===== config.mk =====
export PLATFORM = sky130hd
export DESIGN_NAME = pe_column_drain
export DESIGN_NICKNAME = d
export VERILOG_FILES = /design/src/rtl/pe_column_drain.sv
export SDC_FILE = /design/constraint.sdc
export NUM_CORES = 1
export LEC_CHECK = 0
export CORE_AREA = 2 2 115 117
export CTS_BUF_LIST = sky130_fd_sc_hd__clkbuf_4 sky130_fd_sc_hd__clkbuf_8
export DETAILED_ROUTE_END_ITERATION = 10
export DIE_AREA = 0 0 117 119
export GPL_TIMING_DRIVEN = 0
export PLACE_DENSITY = 0.74
export SYNTH_ARGS = -nofsm -noshare
export SYNTH_HDL_FRONTEND = slang
export SYNTH_SLANG_ARGS = --single-unit

===== constraint.sdc =====
create_clock -name clock -period 2.6 [get_ports clock]
set_input_delay 0.39 -clock clock [delete_from_list [all_inputs] [get_ports clock]]
set_output_delay 0.39 -clock clock [all_outputs]
set_load 0.05 [all_outputs]

===== src/rtl/pe_column_drain.sv =====
// ---------------------------------------------------------------------------------------------
// pe_column_drain
//
// Drain controller at the bottom of one systolic PE column. Once the column has finished
// accumulating, a start pulse begins a drain: the controller raises enableShiftOut, which
// moves every PE's result one row down. At each enabled edge it captures the bottom PE's cOut
// word (colIn) into a small show-ahead FIFO. The FIFO is presented downstream as a
// valid/ready stream. done pulses once all ROWS words have been accepted downstream.
//
// Word k (k = 0..ROWS-1) leaving the column is the result of row ROWS-1-k.
//
// Parameters
//   ACC_DESIRED : accumulator word width (matches PE cIn/cOut)
//   ROWS        : PEs in the column, i.e. words per drain (>= 2)
//   FIFO_DEPTH  : output buffer entries (power of 2, >= 2)
//
// Ports
//   clock          in   rising-edge clock
//   reset          in   synchronous, active-high; flushes the FIFO and aborts any drain
//   start          in   one-cycle pulse, column accumulation complete; ignored while busy
//   colIn          in   cOut of the bottom PE in the column
//   enableShiftOut out  shift enable to every PE in the column
//   busy           out  drain in progress
//   done           out  one-cycle pulse, every word of the drain accepted downstream
//   outData        out  head-of-FIFO word
//   outValid       out  outData holds a valid word
//   outReady       in   downstream accepts when outValid && outReady
//   outRow         out  (PE_DRAIN_TAG_EN only) source row of the head word
//   outLast        out  (PE_DRAIN_TAG_EN only) head word is the last of the drain
//
// Build option
//   PE_DRAIN_TAG_EN : when defined, each FIFO entry also stores its source row and a
//                     last-word flag, presented on outRow/outLast. When undefined, the tag
//                     ports and their storage are absent.
// ---------------------------------------------------------------------------------------------

module pe_column_drain #(
  parameter int unsigned ACC_DESIRED = 32,
  parameter int unsigned ROWS        = 8,
  parameter int unsigned FIFO_DEPTH  = 4
) (
  input  logic                    clock,
  input  logic                    reset,
  input  logic                    start,
  input  logic [ACC_DESIRED-1:0]  colIn,
  output logic                    enableShiftOut,
  output logic                    busy,
  output logic                    done,
  output logic [ACC_DESIRED-1:0]  outData,
  output logic                    outValid,
  input  logic                    outReady
`ifdef PE_DRAIN_TAG_EN
  ,
  output logic [$clog2(ROWS)-1:0] outRow,
  output logic                    outLast
`endif
);

  localparam int unsigned CntW = $clog2(ROWS + 1);
  localparam int unsigned PtrW = $clog2(FIFO_DEPTH);
  localparam int unsigned OccW = $clog2(FIFO_DEPTH + 1);
  localparam int unsigned TagW = $clog2(ROWS);

  typedef enum logic [1:0] {
    StIdle,
    StDrain,
    StFlush
  } state_e;

  state_e                 state_q;
  logic [CntW-1:0]        row_cnt_q;
  logic [PtrW-1:0]        wr_ptr_q;
  logic [PtrW-1:0]        rd_ptr_q;
  logic [OccW-1:0]        occ_q;
  logic [ACC_DESIRED-1:0] data_q [FIFO_DEPTH];

`ifdef PE_DRAIN_TAG_EN
  logic [TagW-1:0]        row_tag_q  [FIFO_DEPTH];
  logic                   last_tag_q [FIFO_DEPTH];
`endif

  logic push;
  logic pop;
  logic fifo_full;
  logic fifo_empty;
  logic last_capture;

  assign fifo_full    = (occ_q == OccW'(FIFO_DEPTH));
  assign fifo_empty   = (occ_q == '0);

  // The shift enable looks only at registered state: a pop into a full FIFO frees a slot
  // for the next cycle, never the current one, so there is no outReady -> enable path.
  assign push         = (state_q == StDrain) && !fifo_full;
  assign pop          = !fifo_empty && outReady;
  assign last_capture = push && (row_cnt_q == CntW'(ROWS - 1));

  assign enableShiftOut = push;
  assign busy           = (state_q != StIdle);
  assign done           = (state_q == StFlush) && fifo_empty;
  assign outValid       = !fifo_empty;
  assign outData        = data_q[rd_ptr_q];

`ifdef PE_DRAIN_TAG_EN
  assign outRow  = row_tag_q[rd_ptr_q];
  assign outLast = last_tag_q[rd_ptr_q];
`endif

  // Sequencer, row counter and FIFO share one clocked process.
  always_ff @(posedge clock) begin
    if (reset) begin
      state_q   <= StIdle;
      row_cnt_q <= '0;
      wr_ptr_q  <= '0;
      rd_ptr_q  <= '0;
      occ_q     <= '0;
      for (int unsigned i = 0; i < FIFO_DEPTH; i++) begin
        data_q[i] <= '0;
`ifdef PE_DRAIN_TAG_EN
        row_tag_q[i]  <= '0;
        last_tag_q[i] <= 1'b0;
`endif
      end
    end else begin
      // Capture the pre-shift bottom word; the PEs shift on this same edge.
      if (push) begin
        data_q[wr_ptr_q] <= colIn;
`ifdef PE_DRAIN_TAG_EN
        row_tag_q[wr_ptr_q]  <= TagW'(ROWS - 1) - row_cnt_q[TagW-1:0];
        last_tag_q[wr_ptr_q] <= last_capture;
`endif
        wr_ptr_q  <= wr_ptr_q + PtrW'(1);
        row_cnt_q <= row_cnt_q + CntW'(1);
      end

      if (pop) begin
        rd_ptr_q <= rd_ptr_q + PtrW'(1);
      end

      // Simultaneous push and pop leaves the occupancy unchanged.
      if (push && !pop) begin
        occ_q <= occ_q + OccW'(1);
      end else if (pop && !push) begin
        occ_q <= occ_q - OccW'(1);
      end

      unique case (state_q)
        StIdle: begin
          if (start) begin
            state_q   <= StDrain;
            row_cnt_q <= '0;
          end
        end
        StDrain: begin
          if (last_capture) begin
            state_q <= StFlush;
          end
        end
        StFlush: begin
          if (fifo_empty) begin
            state_q <= StIdle;
          end
        end
        default: begin
          state_q <= StIdle;
        end
      endcase
    end
  end

endmodule


### Word-level counts from Yosys, hierarchy flattened

Memories as Yosys holds them, arrays and structs flattened. A register that Yosys moved wholly into a read port is not among the register bits.
Cells that the tools add are included.

| cells by class | value |
|---|---|
| mux-type cells | 19 |
| eq/ne operators | 7 |
| reductions and logical operators | 16 |
| add/sub/neg operators | 5 |

Operator list:

| cell | number |
|---|---|
| $mux W32 | 1 |
| $reduce_or A32 Y1 | 1 |
| $mux W2 | 6 |
| $mux W4 | 3 |
| $logic_and A1 B1 Y1 | 6 |
| $mux W1 | 6 |
| $mux W3 | 2 |
| $ne A2 B2 Y1 const B | 3 |
| $pmux W2 S3 | 1 |
| $add A2 B1 Y2 const B | 2 |
| $add A4 B1 Y4 const B | 1 |
| $eq A4 B3 Y1 const B | 1 |
| $logic_not A1 Y1 | 4 |
| $reduce_bool A2 Y1 | 2 |
| $add A3 B1 Y3 const B | 1 |
| $eq A3 B3 Y1 const B | 1 |
| $logic_not A3 Y1 | 1 |
| $reduce_and A3 Y1 | 1 |
| $sub A3 B1 Y3 const B | 1 |
| $eq A2 B1 Y1 const B | 1 |
| $eq A2 B2 Y1 const B | 1 |
| $logic_not A2 Y1 | 1 |

| storage, ports and cells | value |
|---|---|
| memories | 1 |
| register bits | 13 |
| memory bits (writable) | 128 |

Memories:

| name | words | bits a word | read ports | clocked after memory_dff | wr ports | RTL line | RTL |
|---|---|---|---|---|---|---|---|
| data_q | 4 | 32 | 1 | 1 | 4 | 75 | `logic [ACC_DESIRED-1:0] data_q [FIFO_DEPTH];` |

### Depth between registers and ports, before layout

| logic depth | value |
|---|---|
| depth after elaboration | 8 |
| gate-level depth with buffers | 9 |
| mapped depth without buffers | 8 |

### Worst setup path after synthesis

Ideal clock, no wire load.

| timing | value |
|---|---|
| kind | register to register |
| start | register occ_q[0] |
| end | register occ_q[2] |
| setup slack | -0.320 ns |
| path buffers | 1 |
| period minus slack after synthesis | 2.920 ns |
| setup time | 0.071 ns |
| data required time | 2.529 ns |
| cell stages (with the launch flop) | 10 |
| arrival | 2.849 ns |
| path through | dfxtp_1 > nor3b_4 > buf_4 > nor2_1 > ha_1 > inv_1 > fa_1 > xor2_1 > or3_1 > a21oi_1 |

| on the way | value |
|---|---|
| word-level cells in the longest chain between the ends | 6 |

Ends and longest elaborated chain:

| element | RTL line | RTL |
|---|---|---|
| start: declaration | 74 | `logic [OccW-1:0] occ_q;` |
| start signal: assignment | 141 | `occ_q <= occ_q + OccW'(1);` |
| start signal: assignment | 143 | `occ_q <= occ_q - OccW'(1);` |
| $eq A3 B3 Y1 (*) | 88 | `assign fifo_full = (occ_q == OccW'(FIFO_DEPTH));` |
| $logic_not A1 Y1 (*) | 93 | `assign push = (state_q == StDrain) && !fifo_full;` |
| $logic_and A1 B1 Y1 (*) | 93 |  |
| net enableShiftOut | 46 | `output logic enableShiftOut,` |
| $logic_not A1 Y1 | 142 | `end else if (pop && !push) begin` |
| $logic_and A1 B1 Y1 | 142 |  |
| $reduce_bool A2 Y1 (no line) | n/a |  |

Mark *: on every way through the listed nets, which the timed path passes. The rest lies on a longest branch. The select of a mux whose other input is x is not followed.
A chain may end at the register's enable or synchronous reset.

==> impl_metrics.json <==
{
  "wl_met1_mm": 4.71,
  "clkTransAtPathRegs_ps": 70,
  "reg2reg_depth": 3,
  "ys_ff_latch": 143,
  "fp.coreArea_sq_um": 12900,
  "rsz0062_at_grt": "false",
  "synth.area.top_cells": "edfxtp_1 61%, and2_1 13%, mux4_2 11%, dfxtp_1 4.8%, nor4_4 1.0%",
  "fin_crit_sh_pct": 94.1,
  "leakagePower_nw": 2.85,
  "drt-initial-drc-count": 154,
  "clock-sinks": 143,
  "setup.worst_path.class": "flip-flop to flip-flop",
  "cts_hold_buf": 0,
  "grt_use_total_pct": 18.5,
  "routedWlPerCell_um": 17.8,
  "layout_common_cells": "128 x and2_1, 128 x edfxtp_1, 36 x clkdlybuf4s50_1, 34 x dlygate4sd2_1, 32 x mux4_2",
  "ys_dominant_reg_cell": "edfxtp_1",
  "critPathLaunchType": "flip-flop",
  "holdPathEnd": "state_q[0]",
  "fin_nets": 522,
  "area_growth_syn_to_layout_pct": 20.9,
  "irDropWorstVdd_mv": 0.351,
  "combPwrFrac_pct": 31.1,
  "power_frac_clock_pct": 26.2,
  "antenna_found_initial": 0,
  "cpPeakStageDelay_ps": 790,
  "cts_max_path_buffers": 2,
  "cts_inserted_buffers": 17,
  "vias_per_cell": 5.24,
  "final.setup_skew_ps": 11.9,
  "layout.cells.non_filler": 672,
  "finalMaxSlewViolations": 0,
  "powerDensity_nw_per_um2": 879,
  "status": "finished clean",
  "ys_seq_area_share_pct": 66.1,
  "netlist_instances": 394,
  "antenna_cells": 0,
  "yosys.area_share.simple_pct": 16.6,
  "worstHoldStart": "reset",
  "highest_layer": "met4",
  "cap_violations": 0,
  "wl_met3_um": 573,
  "holdPathStages": 2,
  "syn_nets": 433,
  "dieWidth_um": 117,
  "num_vias": 3520,
  "internal-power_mw": 4.48,
  "synthAdderAreaFrac_pct": 0.718,
  "slew_headroom_pct": 31.4,
  "drtPass1Iterations": 4,
  "clock_latency_ps": 430,
  "num_rows": 42,
  "dp_hpwl_mm": 7.43,
  "fin_tns_setup_ps": 0,
  "synth.avg_cell_area_sq_um": 15.9,
  "clock.fmax_mhz": 409,
  "numPortBuffers": 70,
  "setup_viol": 0,
  "gr-total-overflow": 0,
  "grt_pass1_vias": 3715,
  "crit_chain": "or3b_4 > nor4_4 > or2_2",
  "synth_top_family_by_area": "simple AND/OR/NAND/NOR gates",
  "ys_async_sr_fraction_pct": 0,
  "yosys.area_share.xor_xnor_pct": 0.559,
  "seqPwrFrac_pct": 42.6,
  "gp_congestion": 0.756,
  "fp.dieArea_sq_um": 13900,
  "min_period_ps": 2450,
  "place_inst": 640,
  "p_sw_share_pct": 32.7,
  "initial_utilization_pct": 48.7,
  "p_sw_mw": 2.18,
  "r2r_end": "data_q[0][30]",
  "cts_tree": "built",
  "timing.final.hold_violations": 0,
  "path_max_fanout": 32,
  "antenna_left": 0,
  "yosysTopAreaCellShare_pct": 61.3,
  "wirelength_mm": 12.0,
  "fin_area_sq_um": 7580,
  "ioPinCount": 72,
  "synth-edff-count": 128,
  "drc": 0,
  "total_power_mw": 6.66,
  "cp_data_arrival_time_ps": 2490,
  "r2r_slack_ps": 150,
  "synth.cell_area_sq_um": 6270,
  "placed_area_sq_um": 7200,
  "synth_cell_types": 37,
  "grt_max_degree": 33,
  "hp-class": "primary input to flip-flop",
  "chipHeight_um": 119,
  "whs_ps": 248,
  "cts-root-buf": "clkbuf_8",
  "yosysTopAreaCell": "edfxtp_1",
  "dr_wl_met2_mm": 6.48,
  "crit_path_top_delay_cell": "or2_2",
  "cp_data_required_time_ps": 2640,
  "reg2reg_from": "state_q[0]",
  "drive_gt1_share_pct": 19.4,
  "worstMarginPinSlew_ps": 1030,
  "cts-htree-levels": 4,
  "synth_warnings": 0,
  "synth_compound_area_share_pct": 2.23,
  "cp-end-kind": "flip-flop",
  "synthMuxAreaShare_pct": 11.7,
  "grt_pass1_wl_mm": 18.7
}
synthesized netlist by cell type, types with 2 or more instances:
cell type,instances
a31o_2,3
buf_1,2
or3_1,3
inv_1,6
mux4_2,32
or2_2,2
nand3_1,3
and2_1,128
ha_1,2
dfxtp_1,15
o21ai_0,4
clkbuf_1,4
or4_1,2
buf_2,4
nor4_1,2
a21oi_1,6
clkbuf_2,12
edfxtp_1,128
o31ai_1,3
nor2_1,10
nor4_4,3
nand2b_1,2
xor2_1,4
power groups by stage:
stage / combinational, mW / clock, mW / sequential, mW
after floorplan: 1.57 / 0 / 2.84
after global placement: 2.19 / 0 / 2.85
after detailed placement: 2.21 / 0 / 2.87
after CTS: 2.10 / 1.79 / 2.84
after global routing: 2.19 / 1.87 / 2.86
final: 2.07 / 1.75 / 2.84
routing by layer:
layer | vias up | GRT usage [%]
met5 | - | 0
met4 | 0 | 7.28
met3 | 15 | 4.73
met2 | 97 | 31.5
met1 | 1769 | 22.5
li1 | 1639 | -
state kept, by name (all words and copies together), names as in the netlist, named ones only:
signal,count
wr_ptr_q,2
rd_ptr_q,2
state_q,2
occ_q,3
data_q,128
row_cnt_q,4
critical path: cells and delay by family (launching register included):
| family | cells | cell delay (ps) |
|---|---|---|
| and+or+nand+nor | 3 | 1610 |
| DFF | 1 | 440 |
stage by stage:
step	worst slack [ps]	util [%]
2_1_floorplan	213	-
3_3_place_gp	-74.7	55.9
3_5_place_dp	-81.5	55.9
4_1_cts	88.2	58.9
5_1_grt	19.8	58.9
6_report	152	58.9
layout make-up:
cell class	count	area, sq um
plain buffers	22	129
clock buffers	23	279
clock inverters	9	116
fillers	993	5300
inverters	6	22.5
multi-input cells	222	2000
flip-flops and latches	143	4150
well taps	176	220
repair buffers	71	666
what timing repair did:
action / CTS / global route
setup buffers: 1 / 0
endpoints found under the hold margin: 0 / 0
setup endpoints to repair: 34 / 0
gates resized for setup: 44 / 0
how the worst max path moves through the flow:
stage,from,end,depth (start not counted)
3_3_place_gp,flip-flop,outData[11],4
4_1_cts,flip-flop,outData[1],3
3_5_place_dp,flip-flop,outData[11],4
6_report,state_q[0],data_q[0][30],3
5_1_grt,state_q[0],data_q[0][26],3
2_1_floorplan,occ_q[0],occ_q[2],9
cell families (layout without fill, tap and decap cells):
family / count (synthesis) / in the layout
flip-flops: 143 / 143
XOR/XNOR: 4 / 4
AO/OA/AOI/OAI: 21 / 21
multiplexers: 33 / 33
buffers and inverters: 29 / 131
AND/OR/NAND/NOR: 161 / 161
adder cells (fa/ha/maj): 3 / 3
No activity file was read; power rests on OpenSTA's default activity.
